$ cat src/rtl/chacha20_ks_xor_engine.sv
// ChaCha20 keystream XOR engine: buffers 512-bit keystream blocks from an external core
// and XORs them word by word onto a byte-masked payload stream.
//   state   | meaning
//   S_IDLE  | no message active
//   S_RUN   | fetching keystream and accepting payload
//   S_DRAIN | last beat taken; flush buffer, wait for output and any outstanding request
//   S_ERR   | block counter overflowed; only a new configuration write leaves this state
module chacha20_ks_xor_engine #(
  parameter int DATA_W   = 128,
  parameter int KS_DEPTH = 2
) (
  input  logic                clk,
  input  logic                rst_n,
  input  logic                i_cfg_we,
  input  logic [31:0]         i_ctr_init,
  output logic                o_ks_req,
  input  logic                i_ks_valid,
  input  logic [511:0]        i_ks_data,
  input  logic                i_in_valid,
  output logic                o_in_ready,
  input  logic [DATA_W-1:0]   i_in_data,
  input  logic [DATA_W/8-1:0] i_in_keep,
  input  logic                i_in_last,
  output logic                o_out_valid,
  input  logic                i_out_ready,
  output logic [DATA_W-1:0]   o_out_data,
  output logic [DATA_W/8-1:0] o_out_keep,
  output logic                o_out_last,
  output logic [31:0]         o_blk_ctr,
  output logic                o_ctr_wrap_err,
  output logic                o_busy
);
  localparam int NW    = 512 / DATA_W;
  localparam int PTR_W = (NW > 1) ? $clog2(NW) : 1;
  localparam int CNT_W = $clog2(KS_DEPTH + 1);
  localparam int KB    = DATA_W / 8;

  typedef enum logic [1:0] {S_IDLE, S_RUN, S_DRAIN, S_ERR} state_t;

  state_t              r_state;
  logic [511:0]        r_fifo     [KS_DEPTH];
  logic [511:0]        w_fifo_nxt [KS_DEPTH];
  logic [CNT_W-1:0]    r_cnt, w_cnt_nxt;
  logic [PTR_W-1:0]    r_ptr;
  logic                r_outst, r_discard, r_ks_req;
  logic                r_out_valid, r_out_last, r_wrap_err;
  logic [DATA_W-1:0]   r_out_data;
  logic [KB-1:0]       r_out_keep;
  logic [31:0]         r_blk_ctr;
  logic [DATA_W-1:0]   w_words [NW];
  logic [DATA_W-1:0]   w_word, w_xor;
  logic                w_acc, w_pop, w_wrap, w_push, w_flush, w_req;

  for (genvar g = 0; g < NW; g++) begin : g_words
    assign w_words[g] = r_fifo[0][g*DATA_W +: DATA_W];
  end

  assign w_word     = w_words[r_ptr];
  assign o_in_ready = (r_state == S_RUN) && (r_cnt != '0) && (!r_out_valid || i_out_ready);
  assign w_acc      = i_in_valid && o_in_ready && !i_cfg_we;
  assign w_pop      = w_acc && ((r_ptr == PTR_W'(NW - 1)) || i_in_last);
  assign w_wrap     = w_pop && !i_in_last && (r_blk_ctr == 32'hFFFF_FFFF);
  // A response owed to a superseded message is never written into the buffer.
  assign w_push     = i_ks_valid && r_outst && !r_discard && !i_cfg_we && (r_state == S_RUN);
  assign w_flush    = i_cfg_we || (r_state == S_DRAIN);
  assign w_req      = (r_state == S_RUN) && !i_cfg_we && !r_outst &&
                      (r_cnt < CNT_W'(KS_DEPTH)) && !w_wrap && !(w_acc && i_in_last);

  always_comb begin
    w_xor = '0;
    for (int b = 0; b < KB; b++)
      w_xor[b*8 +: 8] = i_in_keep[b] ? (i_in_data[b*8 +: 8] ^ w_word[b*8 +: 8]) : 8'h00;
  end

  always_comb begin
    w_fifo_nxt = r_fifo;
    w_cnt_nxt  = r_cnt;
    if (w_flush) begin
      w_cnt_nxt = '0;
    end else begin
      if (w_pop) begin
        for (int i = 0; i < KS_DEPTH - 1; i++) w_fifo_nxt[i] = r_fifo[i+1];
        w_cnt_nxt = r_cnt - CNT_W'(1);
      end
      if (w_push) begin
        for (int i = 0; i < KS_DEPTH; i++)
          if (w_cnt_nxt == CNT_W'(i)) w_fifo_nxt[i] = i_ks_data;
        w_cnt_nxt = w_cnt_nxt + CNT_W'(1);
      end
    end
  end

  always_ff @(posedge clk or negedge rst_n) begin
    if (!rst_n) begin
      r_state     <= S_IDLE;
      for (int i = 0; i < KS_DEPTH; i++) r_fifo[i] <= '0;
      r_cnt       <= '0;
      r_ptr       <= '0;
      r_outst     <= 1'b0;
      r_discard   <= 1'b0;
      r_ks_req    <= 1'b0;
      r_out_valid <= 1'b0;
      r_out_data  <= '0;
      r_out_keep  <= '0;
      r_out_last  <= 1'b0;
      r_blk_ctr   <= '0;
      r_wrap_err  <= 1'b0;
    end else begin
      r_fifo   <= w_fifo_nxt;
      r_cnt    <= w_cnt_nxt;
      r_ks_req <= w_req;
      if (i_cfg_we) begin
        r_state     <= S_RUN;
        r_ptr       <= '0;
        r_blk_ctr   <= i_ctr_init;
        r_wrap_err  <= 1'b0;
        r_out_valid <= 1'b0;
        // Still owed a block: keep waiting for it, but throw it away when it lands.
        r_outst     <= r_outst && !i_ks_valid;
        r_discard   <= r_outst && !i_ks_valid;
      end else begin
        if (w_req) begin
          r_outst <= 1'b1;
        end else if (i_ks_valid && r_outst) begin
          r_outst   <= 1'b0;
          r_discard <= 1'b0;
        end
        if (w_acc) begin
          r_out_valid <= 1'b1;
          r_out_data  <= w_xor;
          r_out_keep  <= i_in_keep;
          r_out_last  <= i_in_last;
          r_ptr       <= w_pop ? '0 : r_ptr + PTR_W'(1);
          if (w_pop) r_blk_ctr <= r_blk_ctr + 32'd1;
        end else if (i_out_ready) begin
          r_out_valid <= 1'b0;
        end
        case (r_state)
          S_RUN: begin
            if (w_wrap) begin
              r_state    <= S_ERR;
              r_wrap_err <= 1'b1;
            end else if (w_acc && i_in_last) begin
              r_state <= S_DRAIN;
            end
          end
          S_DRAIN: if (!r_out_valid && !r_outst) r_state <= S_IDLE;
          default: ;
        endcase
      end
    end
  end

  assign o_ks_req       = r_ks_req;
  assign o_out_valid    = r_out_valid;
  assign o_out_data     = r_out_data;
  assign o_out_keep     = r_out_keep;
  assign o_out_last     = r_out_last;
  assign o_blk_ctr      = r_blk_ctr;
  assign o_ctr_wrap_err = r_wrap_err;
  assign o_busy         = (r_state != S_IDLE);
endmodule

$ cat config.mk
export PLATFORM = sky130hd
export DESIGN_NAME = chacha20_ks_xor_engine
export DESIGN_NICKNAME = d
export VERILOG_FILES = /design/src/rtl/chacha20_ks_xor_engine.sv
export SDC_FILE = /design/constraint.sdc
export NUM_CORES = 2
export LEC_CHECK = 0
export CORE_AREA = 2 2 346 348
export CTS_BUF_LIST = sky130_fd_sc_hd__clkbuf_16
export DETAILED_ROUTE_END_ITERATION = 6
export DIE_AREA = 0 0 348 350
export GPL_TIMING_DRIVEN = 0
export HOLD_SLACK_MARGIN = 0.02
export PLACE_DENSITY_LB_ADDON = 0.08
export SETUP_SLACK_MARGIN = 0.1
export SKIP_LAST_GASP = 1
export SLEW_MARGIN = 20
export SYNTH_ARGS = -nofsm -noshare
export SYNTH_HDL_FRONTEND = slang
export SYNTH_SLANG_ARGS = --single-unit
$ cat constraint.sdc
create_clock -name clk -period 5.66 [get_ports clk]
set_input_delay 1.132 -clock clk [delete_from_list [all_inputs] [get_ports clk]]
set_output_delay 1.132 -clock clk [all_outputs]
set_load 0.05 [all_outputs]
# Word level (Yosys, flattened, before mapping)
# Cells that the tools add are included.
[totals]
output_inout_bits = 182
elab_cells = 143
input_bits = 695
register_bits = 1212
[op_classes]
n_bitwise = 19
order_cmp = 2
n_addsub = 4
n_mux = 49
n_reduce_logical = 47
eq_ne = 8
[ops]
columns = ["op", "n"]
rows = [
  ["512-bit two-way mux", 3],
  ["1024-bit two-way mux", 1],
  ["128-bit binary-select mux with 2-bit select", 1],
  ["128-bit two-way mux", 2],
  ["8-bit two-way mux", 16],
  ["8-bit XOR", 16],
  ["32-bit two-way mux", 3],
  ["32-bit by 1-bit adder with 32-bit output (second input constant)", 1],
  ["32-bit == test (second input constant)", 1],
  ["2-bit two-way mux", 11],
  ["1-bit logical AND", 19],
  ["2-bit nonzero test", 7],
  ["1-bit two-way mux", 11],
  ["3-bit nonzero test", 3],
  ["1-bit zero test", 8],
  ["2-bit AND reduction", 4],
  ["3-bit AND reduction", 2],
  ["2-bit by 1-bit adder with 2-bit output (second input constant)", 2],
  ["2-bit by 1-bit == test with 1-bit output (second input constant)", 2],
  ["2-bit == test (second input constant)", 2],
  ["4-bit by 3-bit != test with 1-bit output (second input constant)", 1],
  ["2-bit one-hot mux with 2 select lines", 1],
  ["3-bit greater-or-equal comparator (second input constant)", 1],
  ["1-bit logical OR", 3],
  ["7 further kinds", 8],
]

# Depth between registers and ports, before layout
[depth]
ltp_word = 13
ltp_mapped = 14

# Worst setup path after synthesis
# No wires, ideal clock.
[synth_path]
path_type = "input to output"
startpoint = "in i_out_ready"
endpoint = "out o_in_ready"
slack_ns = 2.103
n_path_buf = 1
arrival_time_ns = 2.425
stages = 3
cell_sequence = "nor2b_1 clkbuf_1 nor3_1"
[synth_between]
elab_chain_len = 2
[synth_lines]
columns = ["item", "line", "source"]
rows = [
  ["from (decl)", "25", "input logic i_out_ready,"],
  ["1-bit logical OR", "59", "assign o_in_ready = (r_state == S_RUN) && (r_cnt != '0) && (!r_out_valid || i_out_ready);"],
  ["1-bit logical AND", "59", ""],
  ["to (decl)", "20", "output logic o_in_ready,"],
]
# Every way passes these cells.

# Worst setup path after layout
[layout_path]
startpoint = "in i_in_last"
endpoint = "reg r_fifo[743] (netlist name)"
[layout_between]
elab_chain_len = 7
[layout_lines]
columns = ["item", "line", "source"]
rows = [
  ["from (decl)", "23", "input logic i_in_last,"],
  ["1-bit logical OR (*)", "61", "assign w_pop = w_acc && ((r_ptr == PTR_W'(NW - 1)) || i_in_last);"],
  ["1-bit logical AND (*)", "61", ""],
  ["2-bit two-way mux", "81", "if (w_pop) begin"],
  ["2-bit two-way mux", "78", "if (w_flush) begin"],
  ["2-bit zero test", "87", "if (w_cnt_nxt == CNT_W'(i)) w_fifo_nxt[i] = i_ks_data;"],
  ["512-bit two-way mux", "87", ""],
  ["1024-bit two-way mux (*)", "85", "if (w_push) begin"],
  ["to (signal assigned)", "109", "r_fifo <= w_fifo_nxt;"],
  ["to (decl)", "41", "logic [511:0] r_fifo [KS_DEPTH];"],
]
# Every way passes the cells marked *; elsewhere a longest branch is shown, timed or not. The select of a mux whose other input is x is not followed.
# A chain may end at the register's enable or synchronous reset.

==> flow_summary_export.csv <==
group,metric,value,unit
placed_design,io_buffers,875,
yosys,ys_seq_elements,1212,
timing,finalHoldViolations,0,
finish,synthToLayoutAreaGrowth,29.0,%
clock_tree,cts_buffers,139,
placed_design,place_congestion,0.872,
timing,max_freq,0.188,GHz
setup_path,cp.required,6230,ps
yosys,synth.distinct_cells,39,
finish,final_layout_size_suffix_gt1_share,6.89,%
min_path,hold_path_class,"in -> async",
global_route,grt_util_all_layers,32.9,%
power,ir_drop,0.291,mV
route,topRoutingLayerUsed,"met5",
clock_tree,cts_sinks,1212,
global_route,grt-ovfl-total,0,
setup_path,slowest_delay,850,ps
setup_path,cp_common_cell,"clkbuf_1",
timing,max-slew-margin-rel,21.8,%
setup_path,end_kind,"register",
route,drt_iter0_drc,3869,
timing,fin_crit,5330,ps
timing,clock-skew-final,22.8,ps
global_route,grt_max_degree,141,
clock_tree,post_cts_buffers,0,
global_route,grt_pass1_vias,43197,
placed_design,hpwl,151000,microns
setup_path,cp_slowest_cell,"clkbuf_1",
yosys,yosys-top-cells-count,"1764 x nand2_1, 1212 x dfrtp_1, 525 x nor2_1",
clock_tree,cts_tree,"done",
timing,tightest_slew,1170,ps
yosys,synth-edff-count,0,
power,p_leak,0.0309,uW
yosys,synth_nets,6126,
clock_tree,clk_pin_slew,60,ps
yosys,syn_avg_cell_area,9.92,sq um
placed_design,dp.cells,7856,
route,dr_wl_met3,17300,microns
yosys,synth.area.top_cells,"dfrtp_1 56%, nand2_1 12%, mux2i_1 9.6%",
clock_tree,ctsHoldBuffers,0,
global_route,grt_pass1_wl,292000,microns
route,dr.pass1.iters,6,
yosys,synth_top_area_cell,"dfrtp_1",
yosys,ys_async_sr_fraction,100,%
global_route,antenna_found_initial,83,
setup_path,critical_path_class,"in -> reg",
timing,setup_viol,0,
floorplan,die_h,350,microns
clock_tree,h-tree-depth,4,
route,drt_wl_total,202000,microns
floorplan,core_region_area,118000,sq um
route,routed_via_density,5.41,
setup_path,critPathLaunchType,"primary input",
route,drc_errors,0,
timing,drv_slew,0,
route,vias,44101,
route,wl_met2,95000,microns
timing,rsz0062_at_grt,"false",
setup_path,worstPathCellList,"clkdlybuf4s50_1 > nor2_1 > nor4_1 > buf_2 > mux2_2 > ha_1 > nand2_1 > clkbuf_1 > clkbuf_2 > clkbuf_1 > a21oi_1",
yosys,ys_warn_count,0,
flow_run,drv_cap,0,
floorplan,dieArea,122000,sq um
route,avgRoutedWirePerCell,24.8,microns
setup_path,cp_max_fo,10,
yosys,synth_area,53800,sq um
clock_tree,post_cts_resized,0,
power,power.total,31200,uW
floorplan,fp-row-count,126,
route,ant_nets,0,
setup_path,critPathArrivalTime,5900,ps
clock_tree,clk_path_buf_depth,3,
finish,fin_nets,7161,
power,power_density,450,nW/um^2
yosys,ys.flop_type,"dfrtp_1",
status,status,"finished, final reports clean",
clock_tree,clk_latency,750,ps
floorplan,initial_core_util,45.7,%
yosys,post-synth-top-count-cell,"nand2_1",
floorplan,io_pins,877,
yosys,yosysTopAreaCellShare,56.4,%
finish,final_cells,8146,
clock_tree,root_buffer,"clkbuf_16",
timing,period_share,94.2,%
route,wl_met1,82100,microns
yosys,syn_inst,5426,
yosys,ys_seq_area_share,56.4,%
floorplan,die_width,348,microns
[critical path: cells and delay by family]
kind	cells	cell delay (ps)
AOI/OAI and AO/OA	1	180
adders and majority gates	1	200
buffers and inverters	5	3300
muxes	1	420
and+or+nand+nor	3	640
[worst paths after layout]
path                       cells after the start  slack, ps         from           end
hold / removal                                 1        270        rst_n  o_blk_ctr[4]
setup reg to reg                              12        550     r_cnt[0]   r_fifo[743]
max in group asynchronous                      5       2570        rst_n    r_fifo[85]
setup / recovery                              11        330    i_in_last   r_fifo[743]
min in group clk                               2        460  r_fifo[150]   r_fifo[150]
hold reg to reg                                2        460  r_fifo[150]   r_fifo[150]
[logic make-up (layout without fill, tap and decap cells)]
kind of cell,count (synthesis),count (layout),share of synthesized area [%]
AO/OA/AOI/OAI,683,683,6.38
XOR/XNOR,157,157,2.55
AND/OR/NAND/NOR,2372,2372,17.0
adder cells (fa/ha/maj),5,5,0.116
buffers and inverters,352,1489,2.64
multiplexers,645,645,15.0
other,0,47,0
flip-flops,1212,1212,56.4
[power by group]
part           internal [uW]  switching [uW]  leakage, uW
logic                   3900            4670       0.0134
clock network           4920            3690      0.00224
registers              12000            2070       0.0153
[per-layer routing]
metal	vias to the layer above	GRT usage, %
met5	-	0
met4	64	12.9
met3	343	7.76
met2	1592	52.1
met1	21994	43.9
li1	20108	-
[registers in the layout (all words and copies together) (netlist names)]
| name | flops |
|---|---|
| o_blk_ctr | 32 |
| o_ctr_wrap_err | 1 |
| o_ks_req | 1 |
| o_out_data | 128 |
| o_out_keep | 16 |
| o_out_last | 1 |
| o_out_valid | 1 |
| r_cnt | 2 |
| r_discard | 1 |
| r_fifo | 1024 |
| r_outst | 1 |
| r_ptr | 2 |
| r_state | 2 |
[through the flow]
step                hold slack, ps  cell area (sq um)  setup TNS, ps  util [%]  worst slack, ps
floorplan                      438              53800              0         -             2100
CTS                            261              69300              0      58.9              395
global placement               449              64500              -      54.8           -53580
global route                   294              69400              0      58.9              237
detailed placement             456              65000         -66010      55.2             -398
finish                         274              69400              0      59.0              329
[cells in the final DEF (no fill, tap or decap), types with 20 or more instances in the layout]
master and count:
nor2_1 525, xnor2_1 148, mux4_2 128, clkbuf_2 26, mux2i_1 515, diode_2 47, a21oi_1 517, nand2_1 1763
buf_2 80, clkdlybuf4s50_1 874, inv_1 41, dfrtp_1 1212, clkinv_2 25, clkbuf_16 148, buf_1 20, clkbuf_1 217
clkinv_1 24, o21ai_0 157
[area by class of cell]
type / instances / area (sq um)
clock inverter: 95 / 578
buffer: 343 / 1420
multi-input combinational: 3862 / 22100
antenna: 47 / 118
clock buffer: 148 / 3700
tap: 1536 / 1920
sequential: 1212 / 30300
timing repair buffer: 894 / 9270
fill: 10312 / 48300
inverter: 9 / 33.8
Power figures use the tool's default switching activity.
